===== src/rtl/cbm2_busarb.sv =====
// Shared system-RAM arbiter: grants one of NM masters per transfer, drives the RAM
// port for RAM_WAIT+1 cycles, then acks the master and keeps its last read byte.
module cbm2_busarb #(
    parameter int NM       = 3,
    parameter int AW       = 25,
    parameter int DW       = 8,
    parameter int RAM_WAIT = 1,
    parameter int VID_IDX  = 0,
    parameter int VID_PRIO = 1
) (
    input  logic              clk_sys,
    input  logic              reset,
    input  logic [NM-1:0]     m_req,
    input  logic [NM-1:0]     m_we,
    input  logic [NM*AW-1:0]  m_addr,
    input  logic [NM*DW-1:0]  m_wdata,
    output logic [NM-1:0]     m_ack,
    output logic [NM*DW-1:0]  m_rdata,
    output logic [AW-1:0]     systemAddr,
    output logic              systemWe,
    output logic [DW-1:0]     systemDo,
    output logic              cs_ram,
    input  logic [DW-1:0]     ramData,
    output logic              busy,
    output logic [2:0]        grant_id
);

    generate
        if (NM < 2 || NM > 8) begin : g_bad_nm
            $error("cbm2_busarb: NM must be in 2..8");
        end
        if (VID_IDX < 0 || VID_IDX >= NM) begin : g_bad_vid
            $error("cbm2_busarb: VID_IDX must be below NM");
        end
        if (RAM_WAIT < 0 || RAM_WAIT > 7) begin : g_bad_wait
            $error("cbm2_busarb: RAM_WAIT must be in 0..7");
        end
    endgenerate

    typedef enum logic [1:0] {IDLE, ACCESS, DONE} state_t;

    state_t            state_q, state_d;
    logic [2:0]        cnt_q, cnt_d;
    logic [2:0]        rr_q, rr_d;
    logic [2:0]        grant_q, grant_d;
    logic [AW-1:0]     addr_q, addr_d;
    logic              we_q, we_d;
    logic [DW-1:0]     do_q, do_d;
    logic              cs_q, cs_d;
    logic              busy_q, busy_d;
    logic [NM-1:0]     ack_q, ack_d;
    logic [NM*DW-1:0]  rdata_q, rdata_d;

    logic [7:0]        req_m;
    logic              arb_found;
    logic              arb_rr;
    logic [2:0]        arb_win;
    logic [3:0]        scan;
    logic [AW-1:0]     sel_addr;
    logic              sel_we;
    logic [DW-1:0]     sel_wdata;

    // In DONE the just-acked master still holds req, so it is masked out for this round.
    always_comb begin
        req_m     = '0;
        arb_found = 1'b0;
        arb_rr    = 1'b0;
        arb_win   = '0;
        scan      = '0;
        for (int i = 0; i < NM; i++) begin
            req_m[i] = m_req[i] && !(state_q == DONE && grant_q == 3'(i));
        end
        if (VID_PRIO != 0 && req_m[VID_IDX]) begin
            arb_found = 1'b1;
            arb_win   = 3'(VID_IDX);
        end else begin
            for (int k = 1; k <= NM; k++) begin
                scan = {1'b0, rr_q} + 4'(k);
                if (scan >= 4'(NM)) scan = scan - 4'(NM);
                if (!arb_found && req_m[scan[2:0]] &&
                    !(VID_PRIO != 0 && scan[2:0] == 3'(VID_IDX))) begin
                    arb_found = 1'b1;
                    arb_rr    = 1'b1;
                    arb_win   = scan[2:0];
                end
            end
        end
    end

    always_comb begin
        sel_addr  = '0;
        sel_we    = 1'b0;
        sel_wdata = '0;
        for (int i = 0; i < NM; i++) begin
            if (arb_win == 3'(i)) begin
                sel_addr  = m_addr[i*AW +: AW];
                sel_we    = m_we[i];
                sel_wdata = m_wdata[i*DW +: DW];
            end
        end
    end

    always_comb begin
        state_d = state_q;
        cnt_d   = cnt_q;
        rr_d    = rr_q;
        grant_d = grant_q;
        addr_d  = addr_q;
        we_d    = we_q;
        do_d    = do_q;
        cs_d    = cs_q;
        busy_d  = busy_q;
        ack_d   = '0;
        rdata_d = rdata_q;
        case (state_q)
            IDLE, DONE: begin
                state_d = IDLE;
                cs_d    = 1'b0;
                busy_d  = 1'b0;
                we_d    = 1'b0;
                addr_d  = '0;
                do_d    = '0;
                if (arb_found) begin
                    state_d = ACCESS;
                    cnt_d   = '0;
                    grant_d = arb_win;
                    addr_d  = sel_addr;
                    we_d    = sel_we;
                    do_d    = sel_wdata;
                    cs_d    = 1'b1;
                    busy_d  = 1'b1;
                    if (arb_rr) rr_d = arb_win;
                end
            end
            ACCESS: begin
                if (cnt_q == 3'(RAM_WAIT)) begin
                    state_d = DONE;
                    cs_d    = 1'b0;
                    busy_d  = 1'b0;
                    we_d    = 1'b0;
                    addr_d  = '0;
                    do_d    = '0;
                    for (int i = 0; i < NM; i++) begin
                        if (grant_q == 3'(i)) begin
                            ack_d[i] = 1'b1;
                            if (!we_q) rdata_d[i*DW +: DW] = ramData;
                        end
                    end
                end else begin
                    cnt_d = cnt_q + 3'd1;
                end
            end
            default: state_d = IDLE;
        endcase
    end

    always_ff @(posedge clk_sys or posedge reset) begin
        if (reset) begin
            state_q <= IDLE;
            cnt_q   <= '0;
            rr_q    <= '0;
            grant_q <= '0;
            addr_q  <= '0;
            we_q    <= 1'b0;
            do_q    <= '0;
            cs_q    <= 1'b0;
            busy_q  <= 1'b0;
            ack_q   <= '0;
            rdata_q <= '0;
        end else begin
            state_q <= state_d;
            cnt_q   <= cnt_d;
            rr_q    <= rr_d;
            grant_q <= grant_d;
            addr_q  <= addr_d;
            we_q    <= we_d;
            do_q    <= do_d;
            cs_q    <= cs_d;
            busy_q  <= busy_d;
            ack_q   <= ack_d;
            rdata_q <= rdata_d;
        end
    end

    assign m_ack      = ack_q;
    assign m_rdata    = rdata_q;
    assign systemAddr = addr_q;
    assign systemWe   = we_q;
    assign systemDo   = do_q;
    assign cs_ram     = cs_q;
    assign busy       = busy_q;
    assign grant_id   = grant_q;

endmodule

===== config.mk =====
export PLATFORM = sky130hd
export DESIGN_NAME = cbm2_busarb
export DESIGN_NICKNAME = d
export VERILOG_FILES = /design/src/rtl/cbm2_busarb.sv
export SDC_FILE = /design/constraint.sdc
export NUM_CORES = 1
export LEC_CHECK = 0
export ABC_AREA = 1
export ABC_CLOCK_PERIOD_IN_PS = 3200
export CAP_MARGIN = 15
export CORE_UTILIZATION = 46
export CTS_BUF_LIST = sky130_fd_sc_hd__clkbuf_4
export CTS_CLUSTER_SIZE = 8
export DETAILED_ROUTE_END_ITERATION = 8
export PLACE_DENSITY = 0.84
export RECOVER_POWER = 50
export SLEW_MARGIN = 20
export SYNTH_ARGS = -nofsm -noshare
export SYNTH_HDL_FRONTEND = slang
export SYNTH_SLANG_ARGS = --single-unit

===== constraint.sdc =====
create_clock -name clk_sys -period 3.2 [get_ports clk_sys]
set_input_delay 0.32 -clock clk_sys [delete_from_list [all_inputs] [get_ports clk_sys]]
set_output_delay 0.32 -clock clk_sys [all_outputs]
set_load 0.02 [all_outputs]

Word level (Yosys, flattened, before mapping):

Index checks and enable logic that the tools add are counted.
W data, S select, Z words.

* bits in registers: 73
* input port bits: 115
* logic and storage cells: 126

* add/sub/neg operators: 7
* order comparisons: 6
* equal/unequal tests: 10
* muxes and demuxes: 56
* bitwise logic cells: 1
* reduce and logical (&&, ||, !) cells: 34

Operators with widths (number)
* $mux W25: 5
* $pmux W25 S2: 1
* $mux W3: 14
* $mux W8: 5
* $mux W1: 22
* $pmux W8 S2: 1
* $logic_not A3 Y1: 5
* $ge A4 B2 Y1 const B: 3
* $lt A3 B4 Y1 const B: 3
* $reduce_and A4 Y1: 3
* $logic_and A1 B1 Y1: 11
* $bmux W1 S3: 3
* $eq A3 B1 Y1 const B: 3
* $sub A3 B2 Y3 const B: 3
* $add A3 B2 Y4 const B: 2
* $logic_not A1 Y1: 8
* $eq A3 B2 Y1 const B: 2
* $ne A2 B2 Y1 const B: 3
* $pmux W3 S2: 1
* $reduce_and A3 Y1: 2
* $add A3 B1 Y4 const B: 1
* $pmux W1 S2: 2
* $pmux W2 S2: 1
* $reduce_and A2 Y1: 2
* other kinds (8): 8

Depth between registers and ports, before layout:

* word-level depth: 26
* depth in mapped cells: 21
* gate-level depth less buffers: 19

Least setup slack after synthesis:

OpenSTA, ideal clock, no wires.

* path kind: register -> register
* from: register rr_q[0]
* to: register addr_q[0], in the netlist systemAddr[0]
* setup time: 0.116 ns
* arrival: 2.267 ns
* slack: 0.817 ns
* stages on the path, launching flop included: 21
* clock period less this slack: 2.383 ns
* path through: dfrtp_1 buf_6 inv_2 ha_1 inv_1 nand2_1 nand2_1 nand2_1 nand2_1 nand2_1 nand3_1 nand2_1 inv_2 nand4_1 nand2_1 clkinv_2 buf_4 nand3_1 nand3_1 nand2_1 nand2_1

* word-level cells in the longest chain between the ends: 25
* elaborated cells on any way between the ends: 52

RTL lines
* start, declared: line 44 `logic [2:0] rr_q, rr_d;`
* start signal, assigned: line 173 `rr_q <= rr_d;`
* $add A3 B1 Y4: line 78 `scan = {1'b0, rr_q} + 4'(k);`
* $ge A4 B2 Y1 or $sub A3 B2 Y3 (tied branches): line 79 `if (scan >= 4'(NM)) scan = scan - 4'(NM);`
* $mux W3: line 79
* $mux W3: line 73 `if (VID_PRIO != 0 && req_m[VID_IDX]) begin`
* $bmux W1 S3 or $logic_not A3 Y1 (tied branches): line 80, 81
* $mux W1 (implied by the code) or $logic_not A1 Y1 (tied branches): line 80, 81
* $logic_and A1 B1 Y1: line 80 `if (!arb_found && req_m[scan[2:0]] &&`
* $mux W1: line 80
* (+6 left out)
* $logic_not A1 Y1: line 80
* $logic_and A1 B1 Y1 (2 in a row): line 80
* $mux W3: line 80
* $mux W3: line 73
* $logic_not A3 Y1: line 95 `if (arb_win == 3'(i)) begin`
* $mux W25 (3 in a row): line 95
* $mux W25 *: line 123 `if (arb_found) begin`
* $pmux W25 S2 *: line 115 `case (state_q)`
* end signal, assigned: line 175 `addr_q <= addr_d;`
* end, declared: line 46 `logic [AW-1:0] addr_q, addr_d;`

Every way passes the cells marked *; elsewhere a longest branch is shown, timed or not. The select of a mux whose other input is x is not followed.
A chain may end at the register's enable or synchronous reset.

Worst setup path after layout:

* from: register rr_q[1]
* to: register addr_q[14], in the netlist systemAddr[14]

The elaborated chain is that of the path after synthesis.

==> impl_metrics.yaml <==
clocking:
  post-cts-setup-buffers: 0
  ctsHoldBuffers: 0
  numCtsBuffers: 9
  clk_pin_slew_worst_paths_ps: 130
  cts-resized-gates: 0
  clk_path_buf_depth: 2
  root_buffer: "clkbuf_4"
  clk_latency_ps: 430
  clock_sinks: 73
  cts_tree: "done"
  cts_max_level: 3
route:
  ant_nets: 0
  dr_total_vias: 4729
  avgViaCountPerCell: 5.04
  drtIter0Drc: 251
  wl_per_cell_um: 14.5
  routed_wl_um: 13700
  drt_pass1_iterations: 5
  post-route-drc-count: 0
timing:
  final.min_clock_period_ps: 2880
  hold_viol_final: 0
  fin_crit_sh_pct: 90.1
  holdWs_ps: 370
  slew-limit-headroom_pct: 3.34
  clock_skew_ps: 18.8
  postLayoutSetupSlackWorst_ps: 318
  finalSetupViolCount: 0
  worst_slew_pin_slew_ps: 1450
  drv_slew: 0
  fin_setup_tns_ps: 0
  rsz0062_at_grt: "false"
  fmax_ghz: 0.347
yosys:
  syn_nets: 756
  synth_edf_count: 0
  synth-seq-cells: 73
  synth.distinct_cells: 34
  ys_seq_area_share_pct: 39.6
  async_flop_share_pct: 100
  synthCells: 631
  ys_warn_count: 0
  ys.flop_type: "dfrtp_1"
  syn_area_per_cell_um2: 7.31
  synth_area_um2: 4610
worst_setup_path:
  worstPathRequired_ps: 3520
  critical_path.max_stage_delay_ps: 450
  cp_num_cells: 17
  reg2reg_setup_slack_ps: 320
  crit_path_start_kind: "register"
  crit_type: "reg -> reg"
  arrival_ps: 3210
  crit_buf_inv: 5
  path_delay_family: "simple AND/OR/NAND/NOR gates"
  cp_max_fo: 28
  cpMaxStageDelayCell: "dfrtp_1"
  cpMostUsedCell: "inv_1"
  r2r_cells: 17
  critPathCaptureType: "register"
  r2r-end: "systemAddr[14]"
  startpoint: "rr_q[1]"
  crit_path_cell_trace: "inv_1, ha_1, inv_1, nand2_1, o21ai_2, inv_1, nor2_1, nor2_1, inv_1, nor2_2, nand3_1, nand3_4, nand2_4, inv_2, nand2_1, nand3_1, nand2_1"
  r2r_start: "rr_q[1]"
placed_design:
  place_congestion: 0.913
  port_buffers: 180
  hpwl_um: 10300
  place_ws_ps: 297
finish:
  drive_gt1_share_pct: 7.20
  seqCellArea_um2: 1830
  nFillCells: 839
  syn_to_final_growth_pct: 41.8
  multi_input_area_um2: 2230
  finalNetCount: 926
  antennaDiodeCount: 0
grt:
  grt_overflow: 0
  first_global_vias: 4654
  grt_pass1_wl_um: 22000
  antenna_found_initial: 0
  grt_use_total_pct: 27.4
  grt_max_degree: 59
pwr:
  power.internal_mw: 3.55
  power_switching_share_pct: 53.7
  power.density_nw_per_um2: 1170
  cellLeakagePower_nw: 3.28
  pwr-share-clk_pct: 7.5
  switching_power_mw: 4.11
  vdd_ir_drop_max_uv: 741
  combPwrFrac_pct: 72.0
  p_seq_share_pct: 20.5
die:
  start_util_pct: 47.4
  io_pins: 181
  fp.dieH_um: 102
  core_um2: 9730
  rows: 36
  die_area_um2: 10400
  die-width_um: 102
flow_run:
  max_cap_viol_count: 0
run_status:
  status: "finished, final reports clean"
min_path:
  worstHoldPathType: "in -> async"
-- power groups by stage --
stage	sequential, mW	combinational [mW]	clock, mW
final	1.57	5.51	0.577
after floorplan	1.97	3.86	0
after global routing	1.61	6.18	0.637
after CTS	1.57	5.58	0.598
after global placement	1.57	5.40	0
after detailed placement	1.58	5.56	0
-- registers in the layout (all words and copies together), names as in the netlist --
signal      count
busy            1
systemWe        1
state_q         2
m_rdata        24
rr_q            3
systemDo        8
grant_id        3
cnt_q           3
systemAddr     25
m_ack           3
-- cell usage in the layout (no fill, tap or decap), drive strengths merged --
| cell | netlist | routed |
|---|---|---|
| a21oi | 3 | 3 |
| a31oi | 1 | 1 |
| and2 | 1 | 1 |
| buf | 21 | 5 |
| bufinv | 0 | 1 |
| clkbuf | 6 | 11 |
| clkdlybuf4s50 | 0 | 150 |
| clkinv | 18 | 22 |
| dfrtp | 73 | 73 |
| dlygate4sd3 | 0 | 30 |
| ha | 10 | 10 |
| inv | 66 | 67 |
| nand2 | 248 | 248 |
| nand3 | 88 | 88 |
| nand3b | 27 | 27 |
| nand4 | 6 | 6 |
| nor2 | 20 | 20 |
| nor4 | 1 | 1 |
| o21a | 1 | 1 |
| o21ai | 31 | 31 |
| or2 | 7 | 7 |
| xor2 | 3 | 3 |
-- through the flow --
step	std cells	utilization [%]	power (mW)	instance area [um^2]
2_1_floorplan	631	-	5.83	4610
3_3_place_gp	923	66.0	6.97	6420
3_5_place_dp	923	66.0	7.14	6420
4_1_cts	939	67.3	7.75	6550
5_1_grt	939	67.2	8.43	6540
6_report	939	67.2	7.66	6540
-- layer usage --
| metal | track usage, % | vias up | part of all wire (%) |
|---|---|---|---|
| met5 | 0 | - | 0 |
| met4 | 16.8 | 0 | 4.6 |
| met3 | 8.69 | 49 | 10 |
| met2 | 43.5 | 218 | 45 |
| met1 | 32.5 | 2146 | 40 |
| li1 | - | 2316 | - |
-- area by class of cell --
class                           count  area share, %
Clock inverter                      6          0.899
Clock buffer                       10           1.15
Inverter                           84           4.98
Timing Repair Buffer              186           28.4
Sequential cell                    73           27.9
Tap cell                          133           2.54
Multi-Input combinational cell    447           34.1
-- Yosys cell counts, types with 2 or more instances --
library cell / count / share of area [%]
a21oi_4: 2 / 0.71
buf_2: 3 / 0.33
buf_4: 5 / 0.81
buf_6: 12 / 2.9
clkbuf_1: 6 / 0.49
clkinv_1: 16 / 1.3
dfrtp_1: 73 / 40
ha_1: 10 / 2.7
inv_1: 59 / 4.8
inv_2: 6 / 0.49
nand2_1: 234 / 19
nand2_2: 11 / 1.5
nand2_4: 2 / 0.49
nand3_1: 81 / 8.8
nand3_2: 4 / 0.87
nand3_4: 3 / 1.1
nand3b_1: 27 / 4.4
nand4_1: 6 / 0.81
nor2_1: 18 / 1.5
nor2_2: 2 / 0.27
o21ai_0: 29 / 3.1
o21ai_2: 2 / 0.38
or2_0: 7 / 0.95
xor2_1: 3 / 0.57
-- logic make-up (layout without fill, tap and decap cells) --
| logic type | count (synthesis) | in the layout | synth area share (%) |
|---|---|---|---|
| simple gates | 398 | 398 | 40.4 |
| buf+inv | 111 | 286 | 12.0 |
| xor+xnor | 3 | 3 | 0.570 |
| compound gates | 36 | 36 | 4.64 |
| fa+ha+maj | 10 | 10 | 2.71 |
| flops | 73 | 73 | 39.6 |
-- worst max path at each step --
| stage | endpoint |
|---|---|
| global route | systemAddr[14] |
| floorplan | systemAddr[0] |
| global placement | systemAddr[21] |
| finish | systemAddr[14] |
| CTS | systemAddr[14] |
| detailed placement | systemAddr[14] |
(Power assumes the default switching activity.)
